==> config.mk <==
export PLATFORM = sky130hd
export DESIGN_NAME = axi_lite_arbiter_flat
export DESIGN_NICKNAME = d
export VERILOG_FILES = /design/src/rtl/axi_lite_arbiter_if.sv /design/src/rtl/axi_lite_arbiter.sv /design/src/flat_wrapper.sv
export SDC_FILE = /design/constraint.sdc
export NUM_CORES = 1
export LEC_CHECK = 0
export CAP_MARGIN = 30
export CORE_AREA = 2 2 169 171
export DETAILED_ROUTE_END_ITERATION = 6
export DIE_AREA = 0 0 171 173
export HOLD_SLACK_MARGIN = 0.08
export MAX_ROUTING_LAYER = met4
export PLACE_DENSITY = 0.42
export SLEW_MARGIN = 20
export SYNTH_ARGS = -nofsm -noshare
export SYNTH_HDL_FRONTEND = slang
export SYNTH_SLANG_ARGS = --single-unit
==> constraint.sdc <==
create_clock -name clk -period 4.9 [get_ports clk]
set_input_delay 1.47 -clock clk [delete_from_list [all_inputs] [get_ports clk]]
set_output_delay 1.47 -clock clk [all_outputs]
set_load 0.1 [all_outputs]
==> src/rtl/axi_lite_arbiter_if.sv <==
// AXI4-Lite channel bundle shared by the arbiter's upstream and downstream ports.
// 32-bit address/data, 4-bit write byte mask, 2-bit response codes.
interface axi_lite_if;
  logic [31:0] araddr;
  logic        arvalid;
  logic        arready;
  logic [31:0] rdata;
  logic [1:0]  rresp;
  logic        rvalid;
  logic        rready;
  logic [31:0] awaddr;
  logic        awvalid;
  logic        awready;
  logic [31:0] wdata;
  logic [3:0]  wmask;
  logic        wvalid;
  logic        wready;
  logic [1:0]  bresp;
  logic        bvalid;
  logic        bready;

  // Transaction initiator side
  modport master (
    output araddr, arvalid, input  arready,
    input  rdata, rresp, rvalid, output rready,
    output awaddr, awvalid, input  awready,
    output wdata, wmask, wvalid, input  wready,
    input  bresp, bvalid, output bready
  );

  // Transaction responder side
  modport slave (
    input  araddr, arvalid, output arready,
    output rdata, rresp, rvalid, input  rready,
    input  awaddr, awvalid, output awready,
    input  wdata, wmask, wvalid, output wready,
    output bresp, bvalid, input  bready
  );
endinterface

==> src/rtl/axi_lite_arbiter.sv <==
// 2-master -> 1-slave AXI4-Lite arbiter (m0 = IFU, m1 = LSU).
// One whole transaction (AR+R or AW+W+B) is granted at a time; arbitration
// takes one IDLE cycle. Every output is a pure function of the FSM state and
// the granted master, so an async reset zeroes all outputs immediately.
// Optional macro ARB_RR_EN: round-robin on ties (winner = ~last granted).
// Without it, HIGH_PRIO wins every tie.
module axi_lite_arbiter #(
  parameter logic HIGH_PRIO = 1'b1
) (
  input  logic        clk,
  input  logic        reset,
  axi_lite_if.slave   m0,
  axi_lite_if.slave   m1,
  axi_lite_if.master  s
);

  typedef enum logic [1:0] {IDLE, RD, WR_AW_W, WR_B} state_t;

  state_t state, state_nxt;
  logic   gnt, gnt_nxt;
  logic   aw_done, aw_done_nxt;
  logic   w_done, w_done_nxt;
`ifdef ARB_RR_EN
  logic   last, last_nxt;
`endif

  // Requests seen at arbitration time
  logic req0, req1, win, win_ar;

  // Granted-master view of its outgoing request signals
  logic [31:0] g_araddr, g_awaddr, g_wdata;
  logic [3:0]  g_wmask;
  logic        g_arvalid, g_awvalid, g_wvalid, g_rready, g_bready;

  // Handshakes that advance the FSM
  logic rd_fire, aw_fire, w_fire, b_fire;

  // Per-master channel ownership (only true while that master holds the grant)
  logic rd_own0, rd_own1, wr_own0, wr_own1, b_own0, b_own1;

  assign req0 = m0.arvalid | m0.awvalid;
  assign req1 = m1.arvalid | m1.awvalid;

  // Winner selection: single requester always wins; ties by priority or RR
  always_comb begin
    win = HIGH_PRIO;
    if (req0 && req1) begin
`ifdef ARB_RR_EN
      win = ~last;
`else
      win = HIGH_PRIO;
`endif
    end else if (req1) begin
      win = 1'b1;
    end else if (req0) begin
      win = 1'b0;
    end
  end

  // Read beats write when the winner presents both
  assign win_ar = win ? m1.arvalid : m0.arvalid;

  // Mux the granted master's request side
  always_comb begin
    g_araddr  = gnt ? m1.araddr  : m0.araddr;
    g_arvalid = gnt ? m1.arvalid : m0.arvalid;
    g_rready  = gnt ? m1.rready  : m0.rready;
    g_awaddr  = gnt ? m1.awaddr  : m0.awaddr;
    g_awvalid = gnt ? m1.awvalid : m0.awvalid;
    g_wdata   = gnt ? m1.wdata   : m0.wdata;
    g_wmask   = gnt ? m1.wmask   : m0.wmask;
    g_wvalid  = gnt ? m1.wvalid  : m0.wvalid;
    g_bready  = gnt ? m1.bready  : m0.bready;
  end

  assign rd_fire = (state == RD)      & s.rvalid  & g_rready;
  assign aw_fire = (state == WR_AW_W) & g_awvalid & ~aw_done & s.awready;
  assign w_fire  = (state == WR_AW_W) & g_wvalid  & ~w_done  & s.wready;
  assign b_fire  = (state == WR_B)    & s.bvalid  & g_bready;

  assign rd_own0 = (state == RD)      & ~gnt;
  assign rd_own1 = (state == RD)      &  gnt;
  assign wr_own0 = (state == WR_AW_W) & ~gnt;
  assign wr_own1 = (state == WR_AW_W) &  gnt;
  assign b_own0  = (state == WR_B)    & ~gnt;
  assign b_own1  = (state == WR_B)    &  gnt;

  // State, grant and write-progress registers
  always_ff @(posedge clk or posedge reset) begin
    if (reset) begin
      state   <= IDLE;
      gnt     <= HIGH_PRIO;
      aw_done <= 1'b0;
      w_done  <= 1'b0;
`ifdef ARB_RR_EN
      last    <= ~HIGH_PRIO;
`endif
    end else begin
      state   <= state_nxt;
      gnt     <= gnt_nxt;
      aw_done <= aw_done_nxt;
      w_done  <= w_done_nxt;
`ifdef ARB_RR_EN
      last    <= last_nxt;
`endif
    end
  end

  // Next-state logic: arbitrate in IDLE, leave a transaction on its final response
  always_comb begin
    state_nxt   = state;
    gnt_nxt     = gnt;
    aw_done_nxt = aw_done;
    w_done_nxt  = w_done;
`ifdef ARB_RR_EN
    last_nxt    = last;
`endif
    case (state)
      IDLE: begin
        if (req0 || req1) begin
          gnt_nxt   = win;
          state_nxt = win_ar ? RD : WR_AW_W;
        end
      end
      RD: begin
        if (rd_fire) begin
          state_nxt = IDLE;
`ifdef ARB_RR_EN
          last_nxt  = gnt;
`endif
        end
      end
      WR_AW_W: begin
        // AW and W may land in either order or together
        aw_done_nxt = aw_done | aw_fire;
        w_done_nxt  = w_done  | w_fire;
        if (aw_done_nxt && w_done_nxt) state_nxt = WR_B;
      end
      WR_B: begin
        if (b_fire) begin
          aw_done_nxt = 1'b0;
          w_done_nxt  = 1'b0;
          state_nxt   = IDLE;
`ifdef ARB_RR_EN
          last_nxt    = gnt;
`endif
        end
      end
      default: state_nxt = IDLE;
    endcase
  end

  // Downstream port: only the active channel of the granted master is forwarded
  always_comb begin
    s.araddr  = '0;
    s.arvalid = 1'b0;
    s.rready  = 1'b0;
    s.awaddr  = '0;
    s.awvalid = 1'b0;
    s.wdata   = '0;
    s.wmask   = '0;
    s.wvalid  = 1'b0;
    s.bready  = 1'b0;
    case (state)
      RD: begin
        s.araddr  = g_araddr;
        s.arvalid = g_arvalid;
        s.rready  = g_rready;
      end
      WR_AW_W: begin
        // Completed halves are masked so the slave never sees a duplicate
        s.awaddr  = g_awaddr;
        s.awvalid = g_awvalid & ~aw_done;
        s.wdata   = g_wdata;
        s.wmask   = g_wmask;
        s.wvalid  = g_wvalid & ~w_done;
      end
      WR_B: s.bready = g_bready;
      default: ;
    endcase
  end

  // Upstream port m0: readies/responses only while m0 owns the channel
  always_comb begin
    m0.arready = rd_own0 & s.arready;
    m0.rvalid  = rd_own0 & s.rvalid;
    m0.rdata   = rd_own0 ? s.rdata : '0;
    m0.rresp   = rd_own0 ? s.rresp : '0;
    m0.awready = wr_own0 & s.awready & ~aw_done;
    m0.wready  = wr_own0 & s.wready  & ~w_done;
    m0.bvalid  = b_own0 & s.bvalid;
    m0.bresp   = b_own0 ? s.bresp : '0;
  end

  // Upstream port m1: readies/responses only while m1 owns the channel
  always_comb begin
    m1.arready = rd_own1 & s.arready;
    m1.rvalid  = rd_own1 & s.rvalid;
    m1.rdata   = rd_own1 ? s.rdata : '0;
    m1.rresp   = rd_own1 ? s.rresp : '0;
    m1.awready = wr_own1 & s.awready & ~aw_done;
    m1.wready  = wr_own1 & s.wready  & ~w_done;
    m1.bvalid  = b_own1 & s.bvalid;
    m1.bresp   = b_own1 ? s.bresp : '0;
  end

endmodule

==> src/flat_wrapper.sv <==
// flat-port wrapper written by rule: the top's interface ports become plain ports
module axi_lite_arbiter_flat 
#(
  parameter logic HIGH_PRIO = 1'b1
)
  (clk, reset, m0_araddr, m0_arvalid, m0_arready, m0_rdata, m0_rresp, m0_rvalid, m0_rready, m0_awaddr, m0_awvalid, m0_awready, m0_wdata, m0_wmask, m0_wvalid, m0_wready, m0_bresp, m0_bvalid, m0_bready, m1_araddr, m1_arvalid, m1_arready, m1_rdata, m1_rresp, m1_rvalid, m1_rready, m1_awaddr, m1_awvalid, m1_awready, m1_wdata, m1_wmask, m1_wvalid, m1_wready, m1_bresp, m1_bvalid, m1_bready, s_araddr, s_arvalid, s_arready, s_rdata, s_rresp, s_rvalid, s_rready, s_awaddr, s_awvalid, s_awready, s_wdata, s_wmask, s_wvalid, s_wready, s_bresp, s_bvalid, s_bready);
  axi_lite_if m0_i ();
  axi_lite_if m1_i ();
  axi_lite_if s_i ();
  input  logic clk;
  input  logic reset;
  input wire logic [$bits(m0_i.araddr)-1:0] m0_araddr;
  input wire logic [$bits(m0_i.arvalid)-1:0] m0_arvalid;
  output wire logic [$bits(m0_i.arready)-1:0] m0_arready;
  output wire logic [$bits(m0_i.rdata)-1:0] m0_rdata;
  output wire logic [$bits(m0_i.rresp)-1:0] m0_rresp;
  output wire logic [$bits(m0_i.rvalid)-1:0] m0_rvalid;
  input wire logic [$bits(m0_i.rready)-1:0] m0_rready;
  input wire logic [$bits(m0_i.awaddr)-1:0] m0_awaddr;
  input wire logic [$bits(m0_i.awvalid)-1:0] m0_awvalid;
  output wire logic [$bits(m0_i.awready)-1:0] m0_awready;
  input wire logic [$bits(m0_i.wdata)-1:0] m0_wdata;
  input wire logic [$bits(m0_i.wmask)-1:0] m0_wmask;
  input wire logic [$bits(m0_i.wvalid)-1:0] m0_wvalid;
  output wire logic [$bits(m0_i.wready)-1:0] m0_wready;
  output wire logic [$bits(m0_i.bresp)-1:0] m0_bresp;
  output wire logic [$bits(m0_i.bvalid)-1:0] m0_bvalid;
  input wire logic [$bits(m0_i.bready)-1:0] m0_bready;
  input wire logic [$bits(m1_i.araddr)-1:0] m1_araddr;
  input wire logic [$bits(m1_i.arvalid)-1:0] m1_arvalid;
  output wire logic [$bits(m1_i.arready)-1:0] m1_arready;
  output wire logic [$bits(m1_i.rdata)-1:0] m1_rdata;
  output wire logic [$bits(m1_i.rresp)-1:0] m1_rresp;
  output wire logic [$bits(m1_i.rvalid)-1:0] m1_rvalid;
  input wire logic [$bits(m1_i.rready)-1:0] m1_rready;
  input wire logic [$bits(m1_i.awaddr)-1:0] m1_awaddr;
  input wire logic [$bits(m1_i.awvalid)-1:0] m1_awvalid;
  output wire logic [$bits(m1_i.awready)-1:0] m1_awready;
  input wire logic [$bits(m1_i.wdata)-1:0] m1_wdata;
  input wire logic [$bits(m1_i.wmask)-1:0] m1_wmask;
  input wire logic [$bits(m1_i.wvalid)-1:0] m1_wvalid;
  output wire logic [$bits(m1_i.wready)-1:0] m1_wready;
  output wire logic [$bits(m1_i.bresp)-1:0] m1_bresp;
  output wire logic [$bits(m1_i.bvalid)-1:0] m1_bvalid;
  input wire logic [$bits(m1_i.bready)-1:0] m1_bready;
  output wire logic [$bits(s_i.araddr)-1:0] s_araddr;
  output wire logic [$bits(s_i.arvalid)-1:0] s_arvalid;
  input wire logic [$bits(s_i.arready)-1:0] s_arready;
  input wire logic [$bits(s_i.rdata)-1:0] s_rdata;
  input wire logic [$bits(s_i.rresp)-1:0] s_rresp;
  input wire logic [$bits(s_i.rvalid)-1:0] s_rvalid;
  output wire logic [$bits(s_i.rready)-1:0] s_rready;
  output wire logic [$bits(s_i.awaddr)-1:0] s_awaddr;
  output wire logic [$bits(s_i.awvalid)-1:0] s_awvalid;
  input wire logic [$bits(s_i.awready)-1:0] s_awready;
  output wire logic [$bits(s_i.wdata)-1:0] s_wdata;
  output wire logic [$bits(s_i.wmask)-1:0] s_wmask;
  output wire logic [$bits(s_i.wvalid)-1:0] s_wvalid;
  input wire logic [$bits(s_i.wready)-1:0] s_wready;
  input wire logic [$bits(s_i.bresp)-1:0] s_bresp;
  input wire logic [$bits(s_i.bvalid)-1:0] s_bvalid;
  output wire logic [$bits(s_i.bready)-1:0] s_bready;
  assign m0_i.araddr = m0_araddr;
  assign m0_i.arvalid = m0_arvalid;
  assign m0_arready = m0_i.arready;
  assign m0_rdata = m0_i.rdata;
  assign m0_rresp = m0_i.rresp;
  assign m0_rvalid = m0_i.rvalid;
  assign m0_i.rready = m0_rready;
  assign m0_i.awaddr = m0_awaddr;
  assign m0_i.awvalid = m0_awvalid;
  assign m0_awready = m0_i.awready;
  assign m0_i.wdata = m0_wdata;
  assign m0_i.wmask = m0_wmask;
  assign m0_i.wvalid = m0_wvalid;
  assign m0_wready = m0_i.wready;
  assign m0_bresp = m0_i.bresp;
  assign m0_bvalid = m0_i.bvalid;
  assign m0_i.bready = m0_bready;
  assign m1_i.araddr = m1_araddr;
  assign m1_i.arvalid = m1_arvalid;
  assign m1_arready = m1_i.arready;
  assign m1_rdata = m1_i.rdata;
  assign m1_rresp = m1_i.rresp;
  assign m1_rvalid = m1_i.rvalid;
  assign m1_i.rready = m1_rready;
  assign m1_i.awaddr = m1_awaddr;
  assign m1_i.awvalid = m1_awvalid;
  assign m1_awready = m1_i.awready;
  assign m1_i.wdata = m1_wdata;
  assign m1_i.wmask = m1_wmask;
  assign m1_i.wvalid = m1_wvalid;
  assign m1_wready = m1_i.wready;
  assign m1_bresp = m1_i.bresp;
  assign m1_bvalid = m1_i.bvalid;
  assign m1_i.bready = m1_bready;
  assign s_araddr = s_i.araddr;
  assign s_arvalid = s_i.arvalid;
  assign s_i.arready = s_arready;
  assign s_i.rdata = s_rdata;
  assign s_i.rresp = s_rresp;
  assign s_i.rvalid = s_rvalid;
  assign s_rready = s_i.rready;
  assign s_awaddr = s_i.awaddr;
  assign s_awvalid = s_i.awvalid;
  assign s_i.awready = s_awready;
  assign s_wdata = s_i.wdata;
  assign s_wmask = s_i.wmask;
  assign s_wvalid = s_i.wvalid;
  assign s_i.wready = s_wready;
  assign s_i.bresp = s_bresp;
  assign s_i.bvalid = s_bvalid;
  assign s_bready = s_i.bready;
  axi_lite_arbiter #(.HIGH_PRIO(HIGH_PRIO)) u_core (.clk(clk), .reset(reset), .m0(m0_i), .m1(m1_i), .s(s_i));
endmodule
==> Yosys cells after proc, flatten, opt, wreduce, memory -nomap -nowiden <==
Index checks and enable logic that the tools add are counted.
{ "word_totals": {"in_bits": 253, "wordCells": 95, "ff_bits": 5, "output_inout_bits": 187} }
{ "classes": {"mux": 37, "n_bitwise": 39, "n_reduce_logical": 8, "n_eq_ne": 7} }
{ "ops": {"columns": ["cell", "count"], "rows": [
  ["$mux W32", 8],
  ["$and A1 B1 Y1", 32],
  ["$mux W2", 9],
  ["$mux W1", 15],
  ["$mux W4", 2],
  ["$pmux W2 S4", 1],
  ["$ne A2 B1 Y1 const B", 3],
  ["$eq A2 B2 Y1 const B", 2],
  ["$or A1 B1 Y1", 4],
  ["$pmux W1 S2", 2],
  ["$reduce_and A2 Y1", 2],
  ["$reduce_and A4 Y1", 1],
  ["$not A1 Y1", 3],
  ["$eq A2 B1 Y1 const B", 1],
  ["$logic_and A1 B1 Y1", 2],
  ["$logic_not A2 Y1", 1],
  ["$ne A2 B2 Y1 const B", 1],
  ["$reduce_bool A2 Y1", 1],
  ["$logic_or A1 B1 Y1", 1]
]} }

==> Logic depth before layout (Yosys ltp) <==
Gate-level depths: netlist (run 1).
{ "depth": {"word_depth": 8, "depth_mapped": 6} }

==> Worst setup path after synthesis (run 1) <==
No wires, ideal clock.
{ "synth_timing": {"path_kind": "input port to output port", "start": "input s_awready", "end": "output m0_awready", "path_slack_ns": -1.087, "n_path_buf": 0, "arrival_time_ns": 4.517, "stages": 1, "path_cell_list": "nor4b_1"} }
{ "synth_between": {"elab_chain_len": 2} }
{ "synth_rtl": {"columns": ["element", "line", "source"], "rows": [
  ["start, declared", "flat_wrapper.sv:55", "input wire logic [$bits(s_i.awready)-1:0] s_awready;"],
  ["$and A1 B1 Y1 (2 in a row)", "axi_lite_arbiter.sv:189", "m0.awready = wr_own0 & s.awready & ~aw_done;"],
  ["end, declared", "flat_wrapper.sv:21", "output wire logic [$bits(m0_i.awready)-1:0] m0_awready;"]
]} }
No other way between the ends.

==> Final worst setup path (run 1) <==
Ends and elaborated chain as after synthesis.

==> results of run 1 <==
## kinds of logic after synthesis
family,count (synthesis),synth area share [%]
flops,5,6.29
mux,4,2.55
compound gates,113,49.0
buf+inv,36,9.47
simple gates,108,32.6
## metrics by stage
stage	instances	instance area (sq um)	util, %	worst slack (ns)
6_report	1061	6520	23.6	0.858
5_1_grt	1061	6520	23.6	0.812
4_1_cts	1061	6520	23.6	0.851
3_5_place_dp	1057	6440	23.3	0.850
3_3_place_gp	1057	6440	23.3	0.852
2_1_floorplan	266	2030	-	0.280
## cell type report
class	instances	area, sq um	share of cell area, %
Clock buffer	4	78.8	1.21
Inverter	3	11.3	0.173
Multi-Input combinational cell	225	1730	26.5
Sequential cell	5	126	1.94
Tap cell	378	473	7.25
Timing Repair Buffer	446	4100	62.9
## flip-flops by register name, summed over array words and instances, names as in the netlist
| signal | count |
|---|---|
| u_core.aw_done | 1 |
| u_core.gnt | 1 |
| u_core.w_done | 1 |
| u_core.state | 2 |
## synth_stat cells (2+ instances only)
cell,number
mux2_4,2
dfrtp_1,4
buf_4,4
and2_1,72
inv_1,3
clkbuf_1,7
nor4b_1,4
nor2_1,11
o21ai_0,3
buf_2,20
buf_6,2
a22o_1,102
a21oi_1,3
nand2_1,10
## worst reg2reg max path, stage by stage, from the launching register on
cell,delay [ns]
dfstp_2,0.68
mux2_4,0.34
a31oi_2,0.21
nor2_1,0.09
a211o_1,0.29
## worst paths after layout
kind	startpoint	endpoint
setup / recovery	s_awready	m0_awready
max in group asynchronous	reset	u_core.gnt
hold reg to reg	u_core.gnt	u_core.gnt
setup reg to reg	u_core.gnt	u_core.state[0]
min in group asynchronous	reset	u_core.w_done
hold / removal	u_core.gnt	u_core.gnt
## metal layers
metal / part of all wire, % / track usage [%]
met2: 47 / 22.1
met1: 43 / 16.5
met5: 0 / -
met3: 9.0 / 2.33
met4: 0.27 / 0.530
==> reports/results.ini, run 1 <==
[setup_path]
crit_type=input port to output pin
cp_slowest_cell=clkdlybuf4s50_1
worst-path-buf-inv=2
slowest_delay_ns=0.55
end_kind=output pin
r2r_setup_slack_ns=3.17
worstPathCellList=clkdlybuf4s50_1 -> nor4b_2 -> buf_4
cp_top_family=buffers and inverters
cp-start-kind=input port
worstPathArrival_ns=2.57
worstRegToRegCells=4
critPathRequiredTime_ns=3.43
path_depth=3
path_max_fanout=3

[layout]
insertedDiodeCount=0
final_common_cell=clkdlybuf4s50_1
fin_nets=937
drive_gt1_share_pct=31.3
fillers=3106
areaGrowthSynthToFinish_pct=225
layout_common_cells=clkdlybuf4s50_1, buf_4, a22o_1

[synth]
synthFlopType=dfrtp_1
seq_area_frac_synth_pct=6.29
synth_nets=519
synth_area_sq_um=2010
syn_avg_cell_area_sq_um=7.55
ys_types=33
yosysTopAreaCell=a22o_1
synth_edf_count=0
ys_async_sr_fraction_pct=100
synth_top_cell_area_share_pct=44.5
yosys_warnings=0
synth.area.top_cells=a22o_1, and2_1, buf_2, dfrtp_1, nor2_1
syn_inst=266
synth-seq-cells=5

[grt]
antenna_found_initial=2
grt_first_pass_wirelength_mm=27.5
grt_start_max_net_pins=71
grt.total_usage_pct=12.9
grt.overflow.total=0
grt_pass1_vias=3989

[run]
maxCapViolations=0

[clock_tree]
cts_setup_buffers=0
cts_sinks=5
ctsHoldBuffers=0
cts-resized-gates=0
clkTransAtPathRegs_ns=0.03
clk_path_buf_depth=2
clk_latency_ns=0.23
cts_buffers=3
cts_root_buf=clkbuf_16
htreeDepth=1
tritoncts=done

[place]
gp_congestion=0.713
hpwl_mm=17.4
io_buffers=439

[routing]
drtAntennaViolNets=0
dr.pass1.iters=4
drt_iter0_drc=132
wl_per_cell_um=19.2
totalWireLength_mm=20.4
remaining_drc_errors=0
vias_per_cell=3.69
dr_total_vias=3917

[floorplanning]
fp.dieH_um=173
start_util_pct=7.27
chipWidth_um=171
rows=61
boundaryPins=440
coreArea_sq_um=27600
die-area_sq_um=29600

[min_path]
hold_class=register to register
min_path_cells=2

[timing]
tightest_slew_ns=0.764
hold_ws_ns=0.586
maxSlewHeadroom_pct=49.1
setup_violations=0
final_max_slew_viol_count=0
fin_skew_ns=0.00237
finalCriticalPeriod_ns=4.04
finalHoldViolations=0
rsz0062_at_grt=no
period_share_pct=82.5
fmax_mhz=247
fin_tns_setup_ns=0

[outcome]
status=finished clean

Power of run 1 is not shown: default switching activity piles up to over one toggle a cycle in this logic, so the estimate is an artifact.
==> run 2, diff against run 1 <==
CORE_AREA = 2 2 173 175   (was 2 2 169 171)
DIE_AREA = 0 0 175 177   (was 0 0 171 173)
clock period = 3.55 ns   (was 4.9 ns; I/O delays follow)
==> run 2 against run 1 <==
  * Final cell count up 1.4%
  * Critical endpoint is now s_bready
  * Global-route usage up 0.97 points
  * Die area up 4.7%
  * Hold slack better by 0.016 ns
==> reports/results.ini, run 2 (synthesis results as in run 1) <==
[outcome]
status=finished clean

[layout]
areaGrowthSynthToFinish_pct=341
largest_reg_flops=2  ; unchanged
final_common_cell=clkdlybuf4s50_1
regMostFlops=u_core.state
fin_nets=937  ; unchanged
final_core_util_pct=30.3  ; +6.7 points
layout_common_cells=clkdlybuf4s50_1, buf_12, a22o_1
drive_gt1_share_pct=31.6  ; +0.29 points

[setup_path]
cp-start-kind=input port
critPathRequiredTime_ns=2.48  ; -0.95 ns
cp-startpoint=m1_bready
r2r_setup_slack_ns=1.78  ; -1.39 ns
path_max_fanout=4  ; +1
worstPathArrival_ns=2.21  ; -0.36 ns
r2r_end=u_core.state[0]
endpoint=s_bready
crit_type=input port to output pin
end_kind=output pin
worstRegToRegCells=4  ; unchanged
reg2reg_from=u_core.gnt

[min_path]
hold_class=register to register

[place]
hpwl_mm=19.4  ; +11%
io_buffers=439  ; unchanged
gp_congestion=0.778  ; +9.0%

[floorplanning]
start_util_pct=6.87  ; -0.40 points
coreArea_sq_um=29200  ; +5.8%
rows=63  ; +3.3%
fp.dieH_um=177  ; +2.3%
chipWidth_um=175  ; +2.3%
boundaryPins=440  ; unchanged
die-area_sq_um=31000  ; +4.7%

[power]
p_per_area_nw_per_um2=1130
pwr-share-seq_pct=1.6
intPower_uw=3480
ir_drop_mv=0.354
p_comb_share_pct=96.5
p_sw_uw=6510
swShare_pct=65.2
clkPwrFrac_pct=1.9
leakagePower_uw=0.00347

[clock_tree]
clk_path_buf_depth=2  ; unchanged
cts_root_buf=clkbuf_16
clkTransAtPathRegs_ns=0.03  ; about the same
cts_setup_buffers=0  ; unchanged
cts-resized-gates=0  ; unchanged
clk_latency_ns=0.23  ; about the same
htreeDepth=1  ; unchanged
tritoncts=done
ctsHoldBuffers=0  ; unchanged
cts_buffers=3  ; unchanged
cts_sinks=5  ; unchanged

[grt]
grt_start_max_net_pins=71  ; unchanged
grt_first_pass_wirelength_mm=30.0  ; +9.3%
grt_pass1_vias=4098  ; +2.7%
grt.total_usage_pct=13.8  ; +0.97 points
grt.overflow.total=0  ; unchanged
antenna_found_initial=3  ; +1

[timing]
fin_tns_setup_ns=0  ; unchanged
period_share_pct=92.2
hold_ws_ns=0.601  ; +0.0158 ns
finalHoldViolations=0  ; unchanged
tightest_slew_ns=0.376  ; -0.388 ns
final_max_slew_viol_count=0  ; unchanged
rsz0062_at_grt=no
setup_violations=0  ; unchanged
maxSlewHeadroom_pct=75.0  ; +26 points
fmax_mhz=305
fin_skew_ns=0.00117  ; -0.00120 ns
finalCriticalPeriod_ns=3.27

[routing]
wl_per_cell_um=20.9  ; +8.6%
drtAntennaViolNets=0  ; unchanged
dr.pass1.iters=4  ; unchanged
totalWireLength_mm=22.5  ; +10%
vias_per_cell=3.59  ; -2.6%
drt_iter0_drc=79  ; -40%
remaining_drc_errors=0  ; unchanged
dr_total_vias=3868  ; -1.3%

[run]
maxCapViolations=0  ; unchanged

## run 2: worst min-delay path by stage
| stage | end | slack [ns] | cells after the start | startpoint |
|---|---|---|---|---|
| 6_report | u_core.gnt | 0.60 | 2 | u_core.gnt |
| 5_1_grt | u_core.gnt | 0.67 | 2 | u_core.gnt |
| 4_1_cts | u_core.gnt | 0.61 | 2 | u_core.gnt |
| 3_5_place_dp | u_core.gnt | 0.61 | 2 | u_core.gnt |
| 3_3_place_gp | u_core.gnt | 0.60 | 2 | u_core.gnt |
| 2_1_floorplan | u_core.gnt | 0.57 | 3 | u_core.gnt |
## run 2: layout make-up
type	instances	area [sq um]
inverters	3	11.3
diodes	3	7.51
multi-input cells	225	1770
flip-flops and latches	5	126
clock buffers	4	78.8
fillers	3027	20400
well taps	390	488
repair buffers	446	6370
## run 2: layer usage
layer	track usage (%)	vias up	share of wire, %	wire (um)
met4	1.67	0	0.18	40
met3	3.89	4	9.1	2040
met1	16.6	1752	40	9070
met2	23.8	270	50	11300
li1	-	1842	-	-
met5	-	-	0	0
## run 2: critical path: stages
cell,delay [ns]
clkdlybuf4s50_1,0.40
mux2_2,0.33
and3_1,0.23
buf_12,0.17
## run 2: power by group through the flow
stage,logic (uW),clock network (uW),registers [uW]
floorplan,5890,0,124
global placement,9750,0,160
detailed placement,9710,0,160
CTS,9760,190,160
global route,9870,194,165
finish,9640,186,159
## run 2: through the flow
stage / std cells / worst slack, ns / cell area, sq um / power [uW]
after floorplan: 266 / 0.0734 / 2070 / 6010
after global placement: 1069 / 0.297 / 8760 / 9920
after detailed placement: 1069 / 0.295 / 8760 / 9870
after CTS: 1073 / 0.287 / 8840 / 10100
after global routing: 1076 / 0.241 / 8850 / 10200
final: 1076 / 0.277 / 8850 / 9990
No activity file was read; power rests on OpenSTA's default activity.
